`config.mk`:
```
export PLATFORM = sky130hd
export DESIGN_NAME = dmem_arbiter
export DESIGN_NICKNAME = d
export VERILOG_FILES = /design/src/rtl/dmem_arbiter.sv
export SDC_FILE = /design/constraint.sdc
export NUM_CORES = 1
export LEC_CHECK = 0
export CORE_AREA = 2 2 251 253
export DETAILED_ROUTE_END_ITERATION = 10
export DIE_AREA = 0 0 253 255
export SLEW_MARGIN = 25
export SYNTH_ARGS = -nofsm -noshare
export SYNTH_HDL_FRONTEND = slang
export SYNTH_SLANG_ARGS = --single-unit
```
`constraint.sdc`:
```
create_clock -name clk -period 2.85 [get_ports clk]
set_clock_uncertainty 0.1 [all_clocks]
set_input_delay 0.57 -clock clk [delete_from_list [all_inputs] [get_ports clk]]
set_output_delay 0.57 -clock clk [all_outputs]
set_load 0.02 [all_outputs]
```
`src/rtl/dmem_arbiter.sv`:
```
// Purpose : arbitrates the single-port data memory between the CPU MEM stage (C) and a loader/debug master (E).
// Latency : writes ack in the grant cycle; reads ack RD_LAT cycles after the grant cycle.
// Backpres: a requester holds req until its ack; C is stalled (cpu_stall) while pending.
// Ports   : clk/rst (sync, active-high); c_*/e_* request ports (req, we, addr, wdata -> ack, rdata);
//           cpu_stall to the hazard unit; mem_* single-port memory interface; perf_* counters.
// Config  : define DMEM_ARB_PERF_EN to enable the perf_stall / perf_egnt counters (tied to 0 otherwise).
module dmem_arbiter #(
  parameter int Nbits    = 64,
  parameter int RD_LAT   = 1,
  parameter int MAX_WAIT = 8
) (
  input  logic             clk,
  input  logic             rst,
  input  logic             c_req,
  input  logic             c_we,
  input  logic [Nbits-1:0] c_addr,
  input  logic [Nbits-1:0] c_wdata,
  output logic             c_ack,
  output logic [Nbits-1:0] c_rdata,
  output logic             cpu_stall,
  input  logic             e_req,
  input  logic             e_we,
  input  logic [Nbits-1:0] e_addr,
  input  logic [Nbits-1:0] e_wdata,
  output logic             e_ack,
  output logic [Nbits-1:0] e_rdata,
  output logic             mem_re,
  output logic             mem_we,
  output logic [Nbits-1:0] mem_addr,
  output logic [Nbits-1:0] mem_wdata,
  input  logic [Nbits-1:0] mem_rdata,
  output logic [31:0]      perf_stall,
  output logic [31:0]      perf_egnt
);

  typedef enum logic {IDLE, RD_WAIT} state_t;

  localparam logic [2:0] RD_LAT_C   = 3'(RD_LAT);
  localparam logic [7:0] MAX_WAIT_C = 8'(MAX_WAIT);

  state_t           state_q, state_d;
  logic [7:0]       wait_cnt_q, wait_cnt_d;
  logic [2:0]       rd_cnt_q, rd_cnt_d;
  logic             owner_q, owner_d;      // 0 = C, 1 = E
  logic [Nbits-1:0] addr_q, addr_d;
  logic [Nbits-1:0] wdata_q, wdata_d;
  logic [Nbits-1:0] c_rdata_q, c_rdata_d;
  logic [Nbits-1:0] e_rdata_q, e_rdata_d;
  logic             grant_c, grant_e;
  logic             sel_we;
  logic [Nbits-1:0] sel_addr, sel_wdata;

  always_comb begin
    state_d   = state_q;
    rd_cnt_d  = rd_cnt_q;
    owner_d   = owner_q;
    addr_d    = addr_q;
    wdata_d   = wdata_q;
    c_rdata_d = c_rdata_q;
    e_rdata_d = e_rdata_q;
    grant_c   = 1'b0;
    grant_e   = 1'b0;
    mem_re    = 1'b0;
    mem_we    = 1'b0;
    mem_addr  = addr_q;
    mem_wdata = wdata_q;
    c_ack     = 1'b0;
    e_ack     = 1'b0;
    c_rdata   = c_rdata_q;
    e_rdata   = e_rdata_q;
    sel_we    = 1'b0;
    sel_addr  = '0;
    sel_wdata = '0;

    // Nothing is issued or acknowledged in a reset cycle, so an in-flight
    // read dies silently.
    if (!rst) begin
      unique case (state_q)
        IDLE: begin
          // E wins when C is idle, or once it has lost MAX_WAIT cycles in a row.
          if (e_req && (!c_req || wait_cnt_q >= MAX_WAIT_C)) grant_e = 1'b1;
          else if (c_req)                                     grant_c = 1'b1;

          sel_we    = grant_e ? e_we    : c_we;
          sel_addr  = grant_e ? e_addr  : c_addr;
          sel_wdata = grant_e ? e_wdata : c_wdata;

          if (grant_c || grant_e) begin
            mem_addr = sel_addr;
            addr_d   = sel_addr;
            if (sel_we) begin
              mem_we    = 1'b1;
              mem_wdata = sel_wdata;
              wdata_d   = sel_wdata;
              c_ack     = grant_c;
              e_ack     = grant_e;
            end else begin
              mem_re   = 1'b1;
              owner_d  = grant_e;
              rd_cnt_d = 3'd1;
              state_d  = RD_WAIT;
            end
          end
        end

        RD_WAIT: begin
          if (rd_cnt_q == RD_LAT_C) begin
            if (owner_q) begin
              e_ack     = 1'b1;
              e_rdata   = mem_rdata;
              e_rdata_d = mem_rdata;
            end else begin
              c_ack     = 1'b1;
              c_rdata   = mem_rdata;
              c_rdata_d = mem_rdata;
            end
            rd_cnt_d = 3'd0;
            state_d  = IDLE;
          end else begin
            rd_cnt_d = rd_cnt_q + 3'd1;
          end
        end

        default: state_d = IDLE;
      endcase
    end

    // Counts cycles E is kept waiting; saturates rather than wrapping.
    wait_cnt_d = wait_cnt_q;
    if (grant_e)                             wait_cnt_d = 8'd0;
    else if (e_req && wait_cnt_q != 8'hFF)   wait_cnt_d = wait_cnt_q + 8'd1;
  end

  assign cpu_stall = c_req & ~c_ack;

  always_ff @(posedge clk) begin
    if (rst) begin
      state_q    <= IDLE;
      wait_cnt_q <= 8'd0;
      rd_cnt_q   <= 3'd0;
      owner_q    <= 1'b0;
      addr_q     <= '0;
      wdata_q    <= '0;
      c_rdata_q  <= '0;
      e_rdata_q  <= '0;
    end else begin
      state_q    <= state_d;
      wait_cnt_q <= wait_cnt_d;
      rd_cnt_q   <= rd_cnt_d;
      owner_q    <= owner_d;
      addr_q     <= addr_d;
      wdata_q    <= wdata_d;
      c_rdata_q  <= c_rdata_d;
      e_rdata_q  <= e_rdata_d;
    end
  end

`ifdef DMEM_ARB_PERF_EN
  logic [31:0] perf_stall_q, perf_egnt_q;

  always_ff @(posedge clk) begin
    if (rst) begin
      perf_stall_q <= 32'd0;
      perf_egnt_q  <= 32'd0;
    end else begin
      if (cpu_stall) perf_stall_q <= perf_stall_q + 32'd1;
      if (grant_e)   perf_egnt_q  <= perf_egnt_q + 32'd1;
    end
  end

  assign perf_stall = perf_stall_q;
  assign perf_egnt  = perf_egnt_q;
`else
  assign perf_stall = 32'd0;
  assign perf_egnt  = 32'd0;
`endif

endmodule
```
* Word level (Yosys, flattened, before mapping)
Cells that the tools add are included.
W data, S select, Z words.
** Word-level totals
- Bits in registers :: 269
- Bits of input ports :: 326
- Output and inout port bits :: 325
** Cells by class
- $add $sub $neg :: 2
- Order comparisons :: 1
- Muxes and demuxes :: 53
- Bitwise operators :: 4
- Equal/unequal tests :: 4
- Reductions and logical operators :: 8
** Operators with widths (count)
- $mux W64 :: 17
- $mux W1 :: 29
- $mux W3 :: 3
- $add A8 B1 Y8 const B :: 1
- $ge A8 B4 Y1 const B :: 1
- $ne A8 B8 Y1 const B :: 1
- $pmux W1 S2 :: 3
- $pmux W3 S2 :: 1
- $ne A2 B2 Y1 const B :: 2
- $add A3 B1 Y3 const B :: 1
- $eq A3 B1 Y1 const B :: 1
- $not A1 Y1 :: 3
- $reduce_and A3 Y1 :: 1
- $logic_and A1 B1 Y1 :: 2
- $logic_or A1 B1 Y1 :: 2
- $reduce_and A2 Y1 :: 1
- $reduce_or A2 Y1 :: 1
- $and A1 B1 Y1 :: 1
- $logic_not A1 Y1 :: 1

* Longest topological paths before layout
Gate-level depths: netlist (run 1).
- Word-level depth :: 13
- Mapped depth :: 8
- Mapped depth without buffers :: 5

* Worst setup path before layout (run 1)
OpenSTA, ideal clock, no wires.
- Path kind :: input-to-output
- From :: input port rst
- To :: output port mem_wdata[10]
- Cell stages on the path :: 7
- Arrival :: 2244 ps
- Setup slack :: -64 ps
- Buffers on the path :: 4
- Path through :: clkbuf_1 > nand2b_1 > clkbuf_1 > a21oi_1 > clkbuf_1 > clkbuf_1 > a2bb2oi_1
** On the way
- Word-level cells in the longest chain between the ends :: 1
** Ends and longest elaborated chain
- start, declared :: line 13 : input logic rst,
- $mux W64 :: line 77 : if (!rst) begin
- end, declared :: line 30 : output logic [Nbits-1:0] mem_wdata,
Every way passes these cells.

* Worst setup path after layout (run 1)
- From :: register wait_cnt_q[5]
- To :: output port mem_wdata[54]
** On the way
- Word-level cells in the longest chain between the ends :: 11
** Ends and longest elaborated chain
- start, declared :: line 42 : logic [7:0] wait_cnt_q, wait_cnt_d;
- start signal, assigned :: line 148 : wait_cnt_q <= wait_cnt_d;
- $ge A8 B4 Y1 * :: line 81 : if (e_req && (!c_req || wait_cnt_q >= MAX_WAIT_C)) grant_e = 1'b1;
- $logic_or A1 B1 Y1 * :: line 81
- $logic_and A1 B1 Y1 * :: line 81
- $mux W1 :: line 81
- $mux W1 :: line 78 : unique case (state_q)
- $mux W1 :: line 77
- $mux W64 or $mux W1 (tied branches) :: line 86, 84
- $mux W64
- $mux W64 * (2 in series)
- $mux W64 * :: line 77
Mark *: on every way between the ends. The rest lies on a longest branch, timed or not. The select of a mux whose other input is x is not followed.

==> results.md, run 1 <==
* Status: finished, violations left
* Failing checks: setup timing
* Commonest cells after routing, fill and taps aside: nand2_1, clkdlybuf4s50_1, buf_4, dfxtp_1, buf_6
* P_int at 8.67 mW
* FFs w/ async S/R, synth at 0%
* Routed WL per cell at 18.0 um
* Die width at 253 um
* Worst reg-to-reg setup slack at 0.20 ns
* Switching share of power at 30.3%
* Unique masters post-synth at 45
* Setup crit end kind: output pin
* Crit Path Max Fanout at 7
* DP Cell Count at 3,320
* Area of the core at 62,200 sq um
* Num ports at 651
* Worst skew pair latency at 0.53 ns
* Worst setup SP type: register
* Total track usage at 18.0%
* Yosys warnings at 0
* Clock Power Share at 35.4%
* Vias in the first global route at 16,300
* CP top delay family: buffers and inverters
* Fin. Hold Viols at 0
* Drt via density at 4.74
* Pins Over Slew Limit at 0
* Die height at 255 um
* Nets at 3,045
* Slew headroom at 41.5%
* Fin Hold WS at 0.352 ns
* Seq/Total Area, Yosys at 35.3%
* CP Depth at 9
* # rows at 92
* Placed wire-length estimate at 43.4 mm
* Layout filler cell count at 5,860
* Commonest non-fill, non-tap cell in the layout: nand2_1
* Yosys top cell area share at 35.3%
* Worst R2R End: addr_q[16]
* CTS H-tree lvls at 2
* Worst Hold Class: register to register
* Largest net degree at the start of global routing at 75
* Required @ worst endpoint at 2.18 ns
* Post-layout util at 44.3%
* Drt drc at 0
* Die area at 64,500 sq um
* Worst slew pin tran at 0.877 ns
* RR Startpoint: wait_cnt_q[5]
* Max Clock Freq at 295 MHz
* Max_cap viols at 0
* Initial core utilization at 24.5%
* Leak Pwr at 11.5 nW
* Clk pin slew, worst setup/hold paths at 0.06 ns
* Clock sink count at 269
* Post-synth top area cell: dfxtp_1
* First-pass GRT wire length at 92.2 mm
* Synth area leaders: dfxtp_1, mux2_2, mux2i_1
* Final WL at 63.8 mm
* 1st-iter DRT viols at 910
* Final worst path period share at 119%
* Final RePlAce weighted congestion at 0.903
* CP Launch Point: wait_cnt_q[5]
* Detailed Routing Iterations Pass 1 at 5
* Crit-path cells: or4_4 -> o21ai_4 -> buf_12 -> clkbuf_16 -> buf_12 -> buf_4 -> mux2i_2 -> a2bb2oi_2 -> buf_4
* Power per standard cell area at 452 nW/um^2
* CP arrival at 2.72 ns
* Max IR drop VDD at 0.313 mV
* Clk root buf: clkbuf_16
* Post-route ant nets at 0
* Buf/Inv on CP at 5
* Max stage delay cell, worst path: or4_4
* Ys flop type: dfxtp_1
* Synthesized area at 15,200 sq um
* Net Switching at 3.77 mW
* # port buffers at 586
* Synth Instances at 1,873
* Maximum root-to-sink buffer count at 3
* Combinational power share at 31.3%
* Total gr overflow at 0
* FF+latch count, synth at 269
* Syn_area_per_cell at 8.14 sq um
* Vias post-DR at 16,800
* Setup slack after layout at -0.545 ns
* Final setup vio count at 258
* Tmin final at 3.39 ns
* EDFF count, synth at 0
* Critical Path Max Stage Delay at 0.57 ns
* Sequential power share at 33.3%
* Area grow syn2layout at 80.7%
* CTS tree: done
* Crit Path Class: register to output pin
* Initial antenna violation count at 2
* Num CTS Buffers at 34
* Non-filler instance count after layout at 3,542
* Layout cells sized above 1 at 35.8%
* RSZ-0062 raised after global routing: yes
* Critical path endpoint: mem_wdata[54]
* Worst R2R Path Depth at 12
==> worst reg2reg max path: cells and delay by family (launching register included) <==
family	cells	cell delay, ns
buffers and inverters	8	1.12
multiplexers	1	0.07
AO/OA/AOI/OAI	2	0.39
AND/OR/NAND/NOR	1	0.57
flip-flops	1	0.32
==> state kept, by name (all words and copies together), names as in the netlist <==
signal	flops
rd_cnt_q	3
state_q	1
wait_cnt_q	8
e_rdata_q	64
owner_q	1
c_rdata_q	64
addr_q	64
wdata_q	64
==> logic make-up (layout without fill, tap and decap cells) <==
group,Yosys count,after routing,share of synthesized area [%]
DFF,269,269,35.3
xor gates and xnor gates,3,3,0.172
AOI/OAI and AO/OA,480,480,20.4
adders and majority gates,2,2,0.164
other,1,66,0.0246
buffers and inverters,301,1106,9.53
muxes,258,258,18.0
and+or+nand+nor,559,559,16.4
==> how the worst min path moves through the flow <==
stage                     slack (ns)  cells after the start            end     startpoint
after detailed placement        0.34                      2  e_rdata_q[56]  e_rdata_q[56]
after floorplan                 0.33                      2   e_rdata_q[0]   e_rdata_q[0]
after global routing            0.36                      2   e_rdata_q[7]   e_rdata_q[7]
final                           0.35                      2   e_rdata_q[0]   e_rdata_q[0]
after global placement          0.34                      2  e_rdata_q[57]  e_rdata_q[57]
after CTS                       0.35                      2  e_rdata_q[56]  e_rdata_q[56]
==> cell type report <==
type,count,area (sq um),area share (%)
Multi-Input combinational cell,1366,10100,36.8
Timing Repair Buffer,976,9610,34.9
Sequential cell,269,5390,19.6
Clock buffer,51,1010,3.65
Tap cell,799,1000,3.63
Inverter,70,263,0.954
Clock inverter,9,126,0.459
Antenna cell,2,5.00,0.0182
==> synth_stat cells (15+ instances only) <==
library cell and n:
buf_4 75, mux2_2 129, mux2i_1 129, o21ai_0 65, nand2b_1 134, clkbuf_1 135, nand2_1 328, a21oi_1 136
inv_1 70, o22ai_1 65, a211oi_1 130, buf_2 15, a2bb2oi_1 64, dfxtp_1 269, nor2_1 75
==> metal layers <==
metal / vias up / routed length (um) / global-route usage (%)
met4: 0 / 2330 / 6.37
li1: 8101 / - / -
met5: - / 0 / 0
met1: 7992 / 25300 / 21.3
met3: 130 / 3790 / 3.76
met2: 574 / 32400 / 32.2
==> stage by stage <==
step           total power, mW  setup slack, ns  TNS (ns)  instance area, sq um
2_1_floorplan             5.88          -0.0637     -3.19                 15500
3_3_place_gp              7.58           -0.789    -96.71                 23200
6_report                  12.4           -0.545    -74.80                 27500
4_1_cts                   12.1           -0.615    -88.75                 24900
3_5_place_dp              7.60           -0.797    -99.56                 23200
5_1_grt                   13.0           -0.602    -95.60                 27500
==> repair_timing <==
item,4_1_cts,5_1_grt
pin swaps,3,24
cloned,7,2
resized for setup,1188,718
hold buffers,0,0
buffers inserted,57,107
setup endpoints to repair,261,266
==> power groups by stage <==
stage               clock [mW]  sequential [mW]  combinational [mW]
floorplan                    0             4.17                1.71
global placement             0             4.21                3.36
detailed placement           0             4.21                3.39
CTS                       4.54             4.14                3.38
global route              4.69             4.17                4.13
finish                    4.40             4.15                3.89
Note: power is estimated with default switching activity, not from simulation.
==> run 2, diff against run 1 <==
==> constraint.sdc (replaced) <==
create_clock -name clk -period 2.85 [get_ports clk]
set_clock_uncertainty 0.1 [all_clocks]
set_input_delay 0.4275 -clock clk [delete_from_list [all_inputs] [get_ports clk]]
set_output_delay 0.4275 -clock clk [all_outputs]
set_load 0.02 [all_outputs]
==> results.md, run 2 (same netlist as run 1, synthesis figures left out) <==
* Place WS at -0.577 ns (+0.220 ns)
* First-pass GRT wire length at 93.0 mm (+0.94%)
* Worst setup SP type: register
* Fin. Hold Viols at 0 (unchanged)
* Tmin final at 3.33 ns (-0.0662 ns)
* Drt drc at 0 (unchanged)
* Post-route ant nets at 0 (unchanged)
* Area grow syn2layout at 74.6%
* P_int at 8.71 mW (+0.37%)
* Worst R2R Path Depth at 12 (unchanged)
* Commonest non-fill, non-tap cell in the layout: nand2_1
* Worst Hold Class: register to register
* Max IR drop VDD at 0.356 mV (+14%)
* Pins Over Slew Limit at 0 (unchanged)
* Num ports at 651 (unchanged)
* CTS tree: done
* Total gr overflow at 0 (unchanged)
* Area of the multi-input gates at 9940 sq um (-2.0%)
* Worst Hold End: e_rdata_q[44]
* Routed WL per cell at 19.1 um (+6.1%)
* Crit Path Class: register to output pin
* Number of hold-repair buffers added at the cts stage at 0 (unchanged)
* Layout filler cell count at 5,971 (+1.9%)
* Clock Power Share at 36.7% (+1.3 points)
* Crit-path cells: or4_4 -> o21ai_4 -> buf_6 -> buf_12 -> buf_4 -> buf_12 -> mux2i_1 -> buf_4 -> o21ai_0 -> buf_4
* Sequential power share at 33.0% (-0.3 points)
* Required @ worst endpoint at 2.32 ns (+0.14 ns)
* DP Cell Count at 3,223 (-2.9%)
* Combinational power share at 30.3% (-1.0 points)
* Worst reg-to-reg setup slack at 0.16 ns (-0.04 ns)
* Maximum root-to-sink buffer count at 3 (unchanged)
* Max_cap viols at 0 (unchanged)
* Drt via density at 4.76 (+0.48%)
* Largest net degree at the start of global routing at 84 (+12%)
* 1st-iter DRT viols at 900 (-1.1%)
* Clk root buf: clkbuf_16
* Hold Path Cell Cnt at 2 (unchanged)
* Worst R2R End: addr_q[8]
* Max Clock Freq at 300 MHz (+2.0%)
* Initial antenna violation count at 2 (unchanged)
* Die area at 64,500 sq um (unchanged)
* Power per standard cell area at 470 nW/um^2 (+4.1%)
* Placed wire-length estimate at 41.8 mm (-3.6%)
* Non-filler instance count after layout at 3,449 (-2.6%)
* # rows at 92 (unchanged)
* Die width at 253 um (unchanged)
* Vias in the first global route at 15,800 (-2.8%)
* Crit Path Max Fanout at 7 (unchanged)
* Initial core utilization at 24.5% (unchanged)
* Die height at 255 um (unchanged)
* Most Frequent Cell on Critical Path: buf_4
* Setup slack after layout at -0.479 ns (+0.0662 ns)
* # port buffers at 586 (unchanged)
* Buf/Inv on CP at 6 (+1)
* CTS H-tree lvls at 2 (unchanged)
* Switching share of power at 30.4% (+0.15 points)
* GR Layer Usage met3 at 4.55% (+0.78 points)
* Final setup vio count at 258 (unchanged)
* Setup crit end kind: output pin
* Worst slew pin tran at 0.917 ns (+0.0398 ns)
* Final worst path period share at 117% (-2.3 points)
* Net Switching at 3.81 mW (+1.1%)
* Final RePlAce weighted congestion at 0.874 (-3.2%)
* GR Layer Usage met2 at 32.7% (+0.51 points)
* RSZ-0062 raised after global routing: yes
* Nets at 2,955 (-3.0%)
* Area of the core at 62,200 sq um (unchanged)
* RR Startpoint: wait_cnt_q[5]
* Post-layout util at 42.8% (-1.5 points)
* Setup TNS at -55.39 ns (+19.41 ns)
* Clock sink count at 269 (unchanged)
* Commonest cells after routing, fill and taps aside: nand2_1, clkdlybuf4s50_1, dfxtp_1, buf_4, buf_6
* Register area at 5390 sq um (unchanged)
* Worst skew pair latency at 0.53 ns (about the same)
* Failing checks: setup timing
* Vias post-DR at 16,400 (-2.2%)
* Total chip power at 12.5 mW (+0.59%)
* Global routing's busiest layer: met2
* Max stage delay cell, worst path: or4_4
* CP top delay family: buffers and inverters
* Layout cells sized above 1 at 32.8% (-3.0 points)
* Slew headroom at 38.9% (-2.7 points)
* Critical Path Max Stage Delay at 0.58 ns (about the same)
* CP arrival at 2.80 ns (+0.08 ns)
* Total track usage at 18.4% (+0.35 points)
* Leak Pwr at 11.1 nW (-3.4%)
* Detailed Routing Iterations Pass 1 at 5 (unchanged)
* Status: finished, violations left
* Final WL at 65.9 mm (+3.3%)
* Min-delay src: e_rdata_q[44]
* GR Util met1 at 21.5% (+0.22 points)
* Clk pin slew, worst setup/hold paths at 0.06 ns (about the same)
* Num CTS Buffers at 36 (+5.9%)
## run 2: cell count changes in the layout (fill, tap and decap cells not counted), sizes merged
cell / change
bufinv: +1
buf: -94
clkinvlp: -1
clkinv: +1
clkdlybuf4s15: +3
inv: -1
diode: -1
dlymetal6s2s: -1
## run 2: what timing repair did
| action | CTS | global route |
|---|---|---|
| endpoints found under the setup margin | 261 | 261 |
| resized for setup | 1378 | 482 |
| pin swaps | 5 | 19 |
| setup buffers | 97 | 69 |
| gates cloned | 10 | 8 |
## run 2: routing by layer
layer	vias up	part of all wire, %	wire (um)
met5	-	0.020	13
met1	7835	39	25800
met2	577	51	33800
li1	7914	-	-
met3	106	6.6	4360
met4	2	3.0	1980
## run 2: area by class of cell
class	count	area share, %
Tap cell	799	3.76
Sequential cell	269	20.2
Clock buffer	51	3.83
Clock inverter	9	0.545
Inverter	70	0.987
Timing Repair Buffer	884	33.3
Antenna cell	1	0.00940
Multi-Input combinational cell	1366	37.4
## run 2: through the flow
stage,hold WS (ns),cell area (sq um)
floorplan,0.333,15500
global placement,0.339,22600
detailed placement,0.344,22600
CTS,0.352,24700
global route,0.366,26600
finish,0.352,26600
## run 2: how the worst max path moves through the flow
stage                       start             to  slack, ns  cells after the start
global route        wait_cnt_q[5]   mem_addr[39]      -0.55                     10
floorplan           wait_cnt_q[7]   mem_addr[39]       0.10                      8
detailed placement          e_req  mem_wdata[22]      -0.58                      7
finish              wait_cnt_q[5]   mem_addr[39]      -0.48                     10
global placement            e_req   mem_addr[55]      -0.56                      9
CTS                 wait_cnt_q[7]   mem_addr[25]      -0.54                     11
## run 2: power groups by stage
stage | clock [mW] | sequential, mW | combinational, mW
after global routing | 4.85 | 4.16 | 4.02
after global placement | 0 | 4.20 | 3.30
after detailed placement | 0 | 4.20 | 3.33
after floorplan | 0 | 4.17 | 1.70
after CTS | 4.72 | 4.13 | 3.41
final | 4.59 | 4.14 | 3.79
## run 2: worst min-delay path, stage by stage (launching register included)
cell and delay [ns]:
dfxtp_1 0.30, nand2_1 0.05, a21oi_1 0.05
